--- src/rtl/axi4_mem_arbiter_pkg.sv ---
// rtl/axi4_mem_arbiter_pkg.sv - shared state encodings and AXI constants for the memory arbiter
package axi4_mem_arbiter_pkg;
  typedef enum logic [1:0] {W_IDLE = 2'd0, W_ADDR = 2'd1, W_DATA = 2'd2, W_RESP = 2'd3} wr_state_e;
  typedef enum logic [1:0] {R_IDLE = 2'd0, R_ADDR = 2'd1, R_DATA = 2'd2} rd_state_e;

  localparam logic [1:0] BURST_INCR = 2'b01;
  localparam logic [1:0] RESP_OKAY  = 2'b00;
endpackage

--- src/rtl/axi4_mem_arbiter_rr_arb2.sv ---
// rtl/axi4_mem_arbiter_rr_arb2.sv - two-requester round-robin arbiter
module rr_arb2 (
  input  logic       clk_i,
  input  logic       rst_i,
  input  logic [1:0] req_i,
  input  logic       update_i,
  output logic       winner_o
);
  logic ptr_q, ptr_d;

  // The pointer only matters on a tie; a lone requester always wins.
  assign winner_o = (req_i == 2'b11) ? ptr_q : req_i[1];
  assign ptr_d    = update_i ? ~winner_o : ptr_q;

  always_ff @(posedge clk_i) begin
    if (rst_i) ptr_q <= 1'b0;
    else       ptr_q <= ptr_d;
  end
endmodule

--- src/rtl/axi4_mem_arbiter.sv ---
// rtl/axi4_mem_arbiter.sv - two-master to one-slave AXI4 arbiter, independent read/write paths
module axi4_mem_arbiter
  import axi4_mem_arbiter_pkg::*;
#(
  parameter int ADDR_W = 31,
  parameter int DATA_W = 64,
  parameter int ID_W   = 4
) (
  input  logic                clock,
  input  logic                reset,
  input  logic                s0_axi4_awvalid, s1_axi4_awvalid,
  output logic                s0_axi4_awready, s1_axi4_awready,
  input  logic [ID_W-1:0]     s0_axi4_awid, s1_axi4_awid,
  input  logic [ADDR_W-1:0]   s0_axi4_awaddr, s1_axi4_awaddr,
  input  logic [7:0]          s0_axi4_awlen, s1_axi4_awlen,
  input  logic [2:0]          s0_axi4_awsize, s1_axi4_awsize,
  input  logic [1:0]          s0_axi4_awburst, s1_axi4_awburst,
  input  logic                s0_axi4_wvalid, s1_axi4_wvalid,
  output logic                s0_axi4_wready, s1_axi4_wready,
  input  logic [DATA_W-1:0]   s0_axi4_wdata, s1_axi4_wdata,
  input  logic [DATA_W/8-1:0] s0_axi4_wstrb, s1_axi4_wstrb,
  input  logic                s0_axi4_wlast, s1_axi4_wlast,
  output logic                s0_axi4_bvalid, s1_axi4_bvalid,
  input  logic                s0_axi4_bready, s1_axi4_bready,
  output logic [ID_W-1:0]     s0_axi4_bid, s1_axi4_bid,
  output logic [1:0]          s0_axi4_bresp, s1_axi4_bresp,
  input  logic                s0_axi4_arvalid, s1_axi4_arvalid,
  output logic                s0_axi4_arready, s1_axi4_arready,
  input  logic [ID_W-1:0]     s0_axi4_arid, s1_axi4_arid,
  input  logic [ADDR_W-1:0]   s0_axi4_araddr, s1_axi4_araddr,
  input  logic [7:0]          s0_axi4_arlen, s1_axi4_arlen,
  input  logic [2:0]          s0_axi4_arsize, s1_axi4_arsize,
  input  logic [1:0]          s0_axi4_arburst, s1_axi4_arburst,
  output logic                s0_axi4_rvalid, s1_axi4_rvalid,
  input  logic                s0_axi4_rready, s1_axi4_rready,
  output logic [ID_W-1:0]     s0_axi4_rid, s1_axi4_rid,
  output logic [DATA_W-1:0]   s0_axi4_rdata, s1_axi4_rdata,
  output logic [1:0]          s0_axi4_rresp, s1_axi4_rresp,
  output logic                s0_axi4_rlast, s1_axi4_rlast,
  output logic                m_axi4_awvalid,
  input  logic                m_axi4_awready,
  output logic [ID_W-1:0]     m_axi4_awid,
  output logic [ADDR_W-1:0]   m_axi4_awaddr,
  output logic [7:0]          m_axi4_awlen,
  output logic [2:0]          m_axi4_awsize,
  output logic [1:0]          m_axi4_awburst,
  output logic                m_axi4_wvalid,
  input  logic                m_axi4_wready,
  output logic [DATA_W-1:0]   m_axi4_wdata,
  output logic [DATA_W/8-1:0] m_axi4_wstrb,
  output logic                m_axi4_wlast,
  input  logic                m_axi4_bvalid,
  output logic                m_axi4_bready,
  input  logic [ID_W-1:0]     m_axi4_bid,
  input  logic [1:0]          m_axi4_bresp,
  output logic                m_axi4_arvalid,
  input  logic                m_axi4_arready,
  output logic [ID_W-1:0]     m_axi4_arid,
  output logic [ADDR_W-1:0]   m_axi4_araddr,
  output logic [7:0]          m_axi4_arlen,
  output logic [2:0]          m_axi4_arsize,
  output logic [1:0]          m_axi4_arburst,
  input  logic                m_axi4_rvalid,
  output logic                m_axi4_rready,
  input  logic [ID_W-1:0]     m_axi4_rid,
  input  logic [DATA_W-1:0]   m_axi4_rdata,
  input  logic [1:0]          m_axi4_rresp,
  input  logic                m_axi4_rlast,
  output logic                wr_owner,
  output logic                rd_owner,
  output logic                wr_busy,
  output logic                rd_busy
);
  wr_state_e wr_q;
  rd_state_e rd_q;
  logic      wr_own_q, rd_own_q;
  logic      wr_win, rd_win, wr_grant, rd_grant;
  logic      wo, ro, w_addr, w_data, w_resp, r_addr, r_data;

  assign wr_grant = (wr_q == W_IDLE) && (s0_axi4_awvalid || s1_axi4_awvalid);
  assign rd_grant = (rd_q == R_IDLE) && (s0_axi4_arvalid || s1_axi4_arvalid);

  rr_arb2 u_wr_arb (.clk_i(clock), .rst_i(reset), .req_i({s1_axi4_awvalid, s0_axi4_awvalid}),
                    .update_i(wr_grant), .winner_o(wr_win));
  rr_arb2 u_rd_arb (.clk_i(clock), .rst_i(reset), .req_i({s1_axi4_arvalid, s0_axi4_arvalid}),
                    .update_i(rd_grant), .winner_o(rd_win));

  always_ff @(posedge clock) begin
    if (reset) begin
      wr_q     <= W_IDLE;
      wr_own_q <= 1'b0;
    end else begin
      case (wr_q)
        W_IDLE: if (wr_grant) begin wr_own_q <= wr_win; wr_q <= W_ADDR; end
        W_ADDR: if (m_axi4_awvalid && m_axi4_awready) wr_q <= W_DATA;
        W_DATA: if (m_axi4_wvalid && m_axi4_wready && m_axi4_wlast) wr_q <= W_RESP;
        W_RESP: if (m_axi4_bvalid && m_axi4_bready) wr_q <= W_IDLE;
        default: wr_q <= W_IDLE;
      endcase
    end
  end

  always_ff @(posedge clock) begin
    if (reset) begin
      rd_q     <= R_IDLE;
      rd_own_q <= 1'b0;
    end else begin
      case (rd_q)
        R_IDLE: if (rd_grant) begin rd_own_q <= rd_win; rd_q <= R_ADDR; end
        R_ADDR: if (m_axi4_arvalid && m_axi4_arready) rd_q <= R_DATA;
        R_DATA: if (m_axi4_rvalid && m_axi4_rready && m_axi4_rlast) rd_q <= R_IDLE;
        default: rd_q <= R_IDLE;
      endcase
    end
  end

  assign wo = wr_own_q;
  assign ro = rd_own_q;
  assign w_addr = (wr_q == W_ADDR);
  assign w_data = (wr_q == W_DATA);
  assign w_resp = (wr_q == W_RESP);
  assign r_addr = (rd_q == R_ADDR);
  assign r_data = (rd_q == R_DATA);

  assign wr_owner = wr_own_q;
  assign rd_owner = rd_own_q;
  assign wr_busy  = (wr_q != W_IDLE);
  assign rd_busy  = (rd_q != R_IDLE);

  // Slave-facing payload is the owner's in the matching state and zero otherwise.
  assign m_axi4_awvalid = w_addr & (wo ? s1_axi4_awvalid : s0_axi4_awvalid);
  assign m_axi4_awid    = w_addr ? (wo ? s1_axi4_awid    : s0_axi4_awid)    : '0;
  assign m_axi4_awaddr  = w_addr ? (wo ? s1_axi4_awaddr  : s0_axi4_awaddr)  : '0;
  assign m_axi4_awlen   = w_addr ? (wo ? s1_axi4_awlen   : s0_axi4_awlen)   : '0;
  assign m_axi4_awsize  = w_addr ? (wo ? s1_axi4_awsize  : s0_axi4_awsize)  : '0;
  assign m_axi4_awburst = w_addr ? (wo ? s1_axi4_awburst : s0_axi4_awburst) : '0;
  assign m_axi4_wvalid  = w_data & (wo ? s1_axi4_wvalid : s0_axi4_wvalid);
  assign m_axi4_wdata   = w_data ? (wo ? s1_axi4_wdata : s0_axi4_wdata) : '0;
  assign m_axi4_wstrb   = w_data ? (wo ? s1_axi4_wstrb : s0_axi4_wstrb) : '0;
  assign m_axi4_wlast   = w_data & (wo ? s1_axi4_wlast : s0_axi4_wlast);
  assign m_axi4_bready  = w_resp & (wo ? s1_axi4_bready : s0_axi4_bready);
  assign m_axi4_arvalid = r_addr & (ro ? s1_axi4_arvalid : s0_axi4_arvalid);
  assign m_axi4_arid    = r_addr ? (ro ? s1_axi4_arid    : s0_axi4_arid)    : '0;
  assign m_axi4_araddr  = r_addr ? (ro ? s1_axi4_araddr  : s0_axi4_araddr)  : '0;
  assign m_axi4_arlen   = r_addr ? (ro ? s1_axi4_arlen   : s0_axi4_arlen)   : '0;
  assign m_axi4_arsize  = r_addr ? (ro ? s1_axi4_arsize  : s0_axi4_arsize)  : '0;
  assign m_axi4_arburst = r_addr ? (ro ? s1_axi4_arburst : s0_axi4_arburst) : '0;
  assign m_axi4_rready  = r_data & (ro ? s1_axi4_rready : s0_axi4_rready);

  assign s0_axi4_awready = w_addr & ~wo & m_axi4_awready;
  assign s1_axi4_awready = w_addr &  wo & m_axi4_awready;
  assign s0_axi4_wready  = w_data & ~wo & m_axi4_wready;
  assign s1_axi4_wready  = w_data &  wo & m_axi4_wready;
  assign s0_axi4_bvalid  = w_resp & ~wo & m_axi4_bvalid;
  assign s1_axi4_bvalid  = w_resp &  wo & m_axi4_bvalid;
  assign s0_axi4_bid     = (w_resp & ~wo) ? m_axi4_bid   : '0;
  assign s1_axi4_bid     = (w_resp &  wo) ? m_axi4_bid   : '0;
  assign s0_axi4_bresp   = (w_resp & ~wo) ? m_axi4_bresp : '0;
  assign s1_axi4_bresp   = (w_resp &  wo) ? m_axi4_bresp : '0;

  assign s0_axi4_arready = r_addr & ~ro & m_axi4_arready;
  assign s1_axi4_arready = r_addr &  ro & m_axi4_arready;
  assign s0_axi4_rvalid  = r_data & ~ro & m_axi4_rvalid;
  assign s1_axi4_rvalid  = r_data &  ro & m_axi4_rvalid;
  assign s0_axi4_rid     = (r_data & ~ro) ? m_axi4_rid   : '0;
  assign s1_axi4_rid     = (r_data &  ro) ? m_axi4_rid   : '0;
  assign s0_axi4_rdata   = (r_data & ~ro) ? m_axi4_rdata : '0;
  assign s1_axi4_rdata   = (r_data &  ro) ? m_axi4_rdata : '0;
  assign s0_axi4_rresp   = (r_data & ~ro) ? m_axi4_rresp : '0;
  assign s1_axi4_rresp   = (r_data &  ro) ? m_axi4_rresp : '0;
  assign s0_axi4_rlast   = r_data & ~ro & m_axi4_rlast;
  assign s1_axi4_rlast   = r_data &  ro & m_axi4_rlast;
endmodule

--- config.mk ---
export PLATFORM = sky130hd
export DESIGN_NAME = axi4_mem_arbiter
export DESIGN_NICKNAME = d
export VERILOG_FILES = /design/src/rtl/axi4_mem_arbiter_pkg.sv /design/src/rtl/axi4_mem_arbiter_rr_arb2.sv /design/src/rtl/axi4_mem_arbiter.sv
export SDC_FILE = /design/constraint.sdc
export NUM_CORES = 1
export LEC_CHECK = 0
export BUFFER_PORTS_ARGS = -buffer_cell sky130_fd_sc_hd__buf_4
export CAP_MARGIN = 25
export CORE_AREA = 4 4 296 298
export CTS_CLUSTER_SIZE = 12
export DETAILED_ROUTE_END_ITERATION = 8
export DIE_AREA = 0 0 300 302
export GPL_TIMING_DRIVEN = 0
export PLACE_DENSITY = 0.35
export RECOVER_POWER = 50
export SYNTH_ARGS = -nofsm -noshare
export SYNTH_HDL_FRONTEND = slang
export SYNTH_SLANG_ARGS = --single-unit
--- constraint.sdc ---
create_clock -name clock -period 3.05 [get_ports clock]
set_input_delay 0.4575 -clock clock [delete_from_list [all_inputs] [get_ports clock]]
set_output_delay 0.4575 -clock clock [all_outputs]
set_load 0.05 [all_outputs]
==> summary by stage <==
Outcome
The flow ran to the end, and the final reports show no timing, DRC or antenna violations.

Timing
The share of the clock period used by the worst path is 0.922. The total negative slack is 0 ps. The count of pins over their slew limit came to 0. The transition at the pin with the smallest max-transition slack is 930 ps. Setup repair after global routing left no endpoint under its margin. Setup violations remaining at the end of the flow were counted as 0. The routed design could run at a clock period as short as 2810 ps. On the final layout, the worst clock skew is 0.196 ps. The number of endpoints with negative hold slack in the final report was 0. The remaining max-slew budget at the tightest pin is 0.382.

Based on the critical path, the design can be clocked at up to 0.355 GHz.

Clock tree
The clock net in this run drives a total of 8 sinks. The clock network latency to the later pin of the worst-skew pair is 250 ps. The clock-pin slew on the worst setup and hold paths is 50 ps. The number of post-CTS setup repair buffers is 0. CTS built an H-tree with a depth of 1.

The clock tree from TritonCTS is done. The clock tree root buffer cell is sky130_fd_sc_hd__clkbuf_16. TritonCTS created 3 clock buffers.

The longest clock path from root to sink contains 2 buffers.

Critical path
STA classifies the critical path startpoint as a flip-flop. The launching point of the worst reg2reg path is wr_owner$_SDFFE_PP0P_. For the worst setup path, the data required time is 2590 ps. The worst register-to-register path ends at wr_owner$_SDFFE_PP0P_. The worst setup path is captured at an output pin. Of all nets on the critical path, the largest fanout is 10.

The critical path is of the flip-flop to output pin type. The setup slack of the most critical reg-to-reg path is 1380 ps. The endpoint arrival time on the critical path is 2360 ps. The worst reg2reg path depth is 5.

Drt
The mean number of vias per cell is 3.01. The detailed router finished its first iteration with 212 violations. The count of antenna-violating nets left after detailed routing is 0. The wire length per cell after detailed routing is 20.9 um.

For this run, design rule violations remaining after detail routing come to 0. The sum of routed wire length over all layers is 52500 um. The detailed-routing iteration count for the pre-antenna-repair pass is 4.

The detailed-route via count is 7555.

Min path
The worst hold path cell count is 2. The type of the worst min-delay path is input port to flip-flop. The start point of the worst min-delay path is s1_axi4_arvalid. The path with the worst hold slack has its endpoint at u_rd_arb.ptr_q$_SDFFE_PP0P_.

Placement
The number of buffers added on ports is 772. Detailed placement finished with a half-perimeter wire length of 49200 um. At the end of routability-driven placement, the weighted congestion stood at 0.917.

Power and ir drop
Dividing total power by cell area gives a power density of 436 mW/mm2. Internal power comes to 1.79 mW. The combinational fraction of design power is 0.919. Of the total power, the share spent switching nets is 0.633.

The cell leakage power is 5.45 nW. The worst voltage drop across the vdd grid is 196 uV. The power spent charging and discharging nets is 3.10 mW. The share of total power dissipated in the clock network is 0.050. The share of total power dissipated in sequential elements is 0.030. The total design power is 4.89 mW.

Finish
Of the cells placed in the final design, the portion with a size suffix greater than 1 is 0.573. The area of all sequential standard cells is 160 um2. After filler insertion, the fill cell instance count of the layout stands at 10000. The area taken by multi-input logic gates is 0.00380 mm2. In the layout the commonest cells are 645 x sky130_fd_sc_hd__buf_4, 142 x sky130_fd_sc_hd__and2_1, 128 x sky130_fd_sc_hd__mux2i_1. The number of nets in the final layout is 1796. The leading cell type in the layout, fill and taps excluded is sky130_fd_sc_hd__buf_4.

The synthesis-to-layout area growth is 162%.

Yosys
The total nets after synthesis is 1017. The dominant cell type by area after synthesis is sky130_fd_sc_hd__mux2i_1. After synthesis, the mean cell area works out to 7.37 um2. The mapped netlist covers 0.00428 mm2. The share of synthesized area in the top cell type comes to 0.300. The sequential share of the synthesized area is 0.0374.

The count of different cell masters after synthesis is 28. The post-synthesis sequential element count is 8. For this run, the number of Yosys warnings is 0.

By area the synthesized netlist is led by sky130_fd_sc_hd__mux2i_1 30%, sky130_fd_sc_hd__and2_1 22%, sky130_fd_sc_hd__nor2b_1 18%. The gate count of the mapped netlist is 580.

Die
The floorplan step set the die height to 302 um. The die covers 0.0906 mm2. The core outline area is 0.0849 mm2. Pin placement for this block handled 774 I/O pins. Measured along the x axis, the die boundary spans 300 um. The starting density of the core is 0.0504. The total number of placement rows is 107.

Global route
The first-pass GRT wire length is 67200 um. Entering global routing, the biggest net connects 11 pins. The via count of the first global-routing pass is 8086. Across every metal layer, demand over resource in global routing totals 0.106. The sum of overflow across all layers after global routing is 0. The initial antenna violation count came to 11.

Flow run
The tool flagged a number of max-cap violations equal to 0.
==> power by group through the flow <==
stage / clock, mW / sequential (mW) / combinational [mW]
2_1_floorplan: 0 / 0.159 / 2.88
3_3_place_gp: 0 / 0.150 / 4.67
3_5_place_dp: 0 / 0.150 / 4.68
4_1_cts: 0.262 / 0.148 / 4.69
5_1_grt: 0.268 / 0.151 / 4.73
6_report: 0.247 / 0.148 / 4.49
==> synth_stat cells <==
library cell	number
sky130_fd_sc_hd__a21oi_1	3
sky130_fd_sc_hd__a22o_1	49
sky130_fd_sc_hd__a2bb2oi_1	1
sky130_fd_sc_hd__a311oi_1	2
sky130_fd_sc_hd__a32oi_1	2
sky130_fd_sc_hd__and2_1	153
sky130_fd_sc_hd__and3_1	9
sky130_fd_sc_hd__and3b_1	1
sky130_fd_sc_hd__buf_2	16
sky130_fd_sc_hd__buf_4	10
sky130_fd_sc_hd__clkbuf_1	15
sky130_fd_sc_hd__clkbuf_2	15
sky130_fd_sc_hd__dfxtp_1	8
sky130_fd_sc_hd__ha_1	5
sky130_fd_sc_hd__inv_1	7
sky130_fd_sc_hd__mux2i_1	128
sky130_fd_sc_hd__nand2_1	8
sky130_fd_sc_hd__nand2b_1	6
sky130_fd_sc_hd__nor2_1	8
sky130_fd_sc_hd__nor2b_1	125
sky130_fd_sc_hd__nor3_1	1
sky130_fd_sc_hd__nor3b_2	1
sky130_fd_sc_hd__o2111a_1	1
sky130_fd_sc_hd__o21ai_0	1
sky130_fd_sc_hd__o21ai_1	1
sky130_fd_sc_hd__o21bai_1	2
sky130_fd_sc_hd__o31ai_1	1
sky130_fd_sc_hd__o32ai_1	1
==> area by class of cell <==
class,count,share of cell area
Timing Repair Buffer,774,0.485
Sequential cell,8,0.0143
Tap cell,1144,0.128
Clock buffer,3,0.00669
Antenna cell,7,0.00156
Buffer,56,0.0239
Inverter,7,0.00234
Multi-Input combinational cell,509,0.339
==> worst max-delay path by stage <==
stage | slack [ps] | to | startpoint
final | 240 | m_axi4_wdata[54] | wr_owner$_SDFFE_PP0P_
after global routing | 50 | s0_axi4_rdata[63] | rd_q[0]$_SDFFE_PP0P_
after CTS | 40 | s0_axi4_rdata[62] | rd_q[0]$_SDFFE_PP0P_
after detailed placement | 240 | m_axi4_wdata[56] | wr_q[0]$_SDFFE_PP0P_
after global placement | 170 | s1_axi4_rid[3] | rd_q[0]$_SDFFE_PP0P_
after floorplan | 540 | m_axi4_wdata[22] | wr_owner$_SDFFE_PP0P_
==> cell families (layout without fill, tap and decap cells) <==
logic type                 Yosys count  in the layout  synth area share
and+or+nand+nor                    312            312             0.449
buffers and inverters               63            840            0.0731
muxes                              128            128             0.300
DFF                                  8              8            0.0374
AOI/OAI and AO/OA                   64             64             0.126
adders and majority gates            5              5            0.0146
other                                0              7                 0
==> critical path, cell delays in order, from the launching register on <==
cell	delay, ps
sky130_fd_sc_hd__dfxtp_1	330
sky130_fd_sc_hd__buf_2	160
sky130_fd_sc_hd__clkbuf_1	560
sky130_fd_sc_hd__buf_4	370
sky130_fd_sc_hd__mux2i_1	350
sky130_fd_sc_hd__nor2b_1	120
sky130_fd_sc_hd__buf_4	210
==> routing by layer <==
layer  GRT usage  up-vias  wire length [um]
met3      0.0339       47              4150
li1            -     3522                 -
met4      0.0224        8              1250
met5           0        -                54
met1       0.128     3478             21800
met2       0.184      500             25300
==> through the flow <==
stage	hold WS (ps)	worst slack (ps)	utilization	std cells	instance area, um2
after floorplan	439	536	-	580	4280
after global placement	451	170	0.136	2496	11500
after detailed placement	463	237	0.136	2497	11500
after CTS	439	37.8	0.137	2500	11600
after global routing	456	46.4	0.132	2505	11200
final	453	237	0.132	2508	11200
==> registers in the layout, indices dropped and copies added, names as in the netlist <==
signal          flops
rd_q                2
wr_q                2
rd_owner            1
u_rd_arb.ptr_q      1
u_wr_arb.ptr_q      1
wr_owner            1
==> repair_timing <==
action / CTS / global route
resized for setup: 1 / 0
endpoints found under the hold margin: 0 / 0
endpoints found under the setup margin: 1 / 0
hold buffers: 0 / 0
Note: power is estimated with default switching activity, not from simulation.
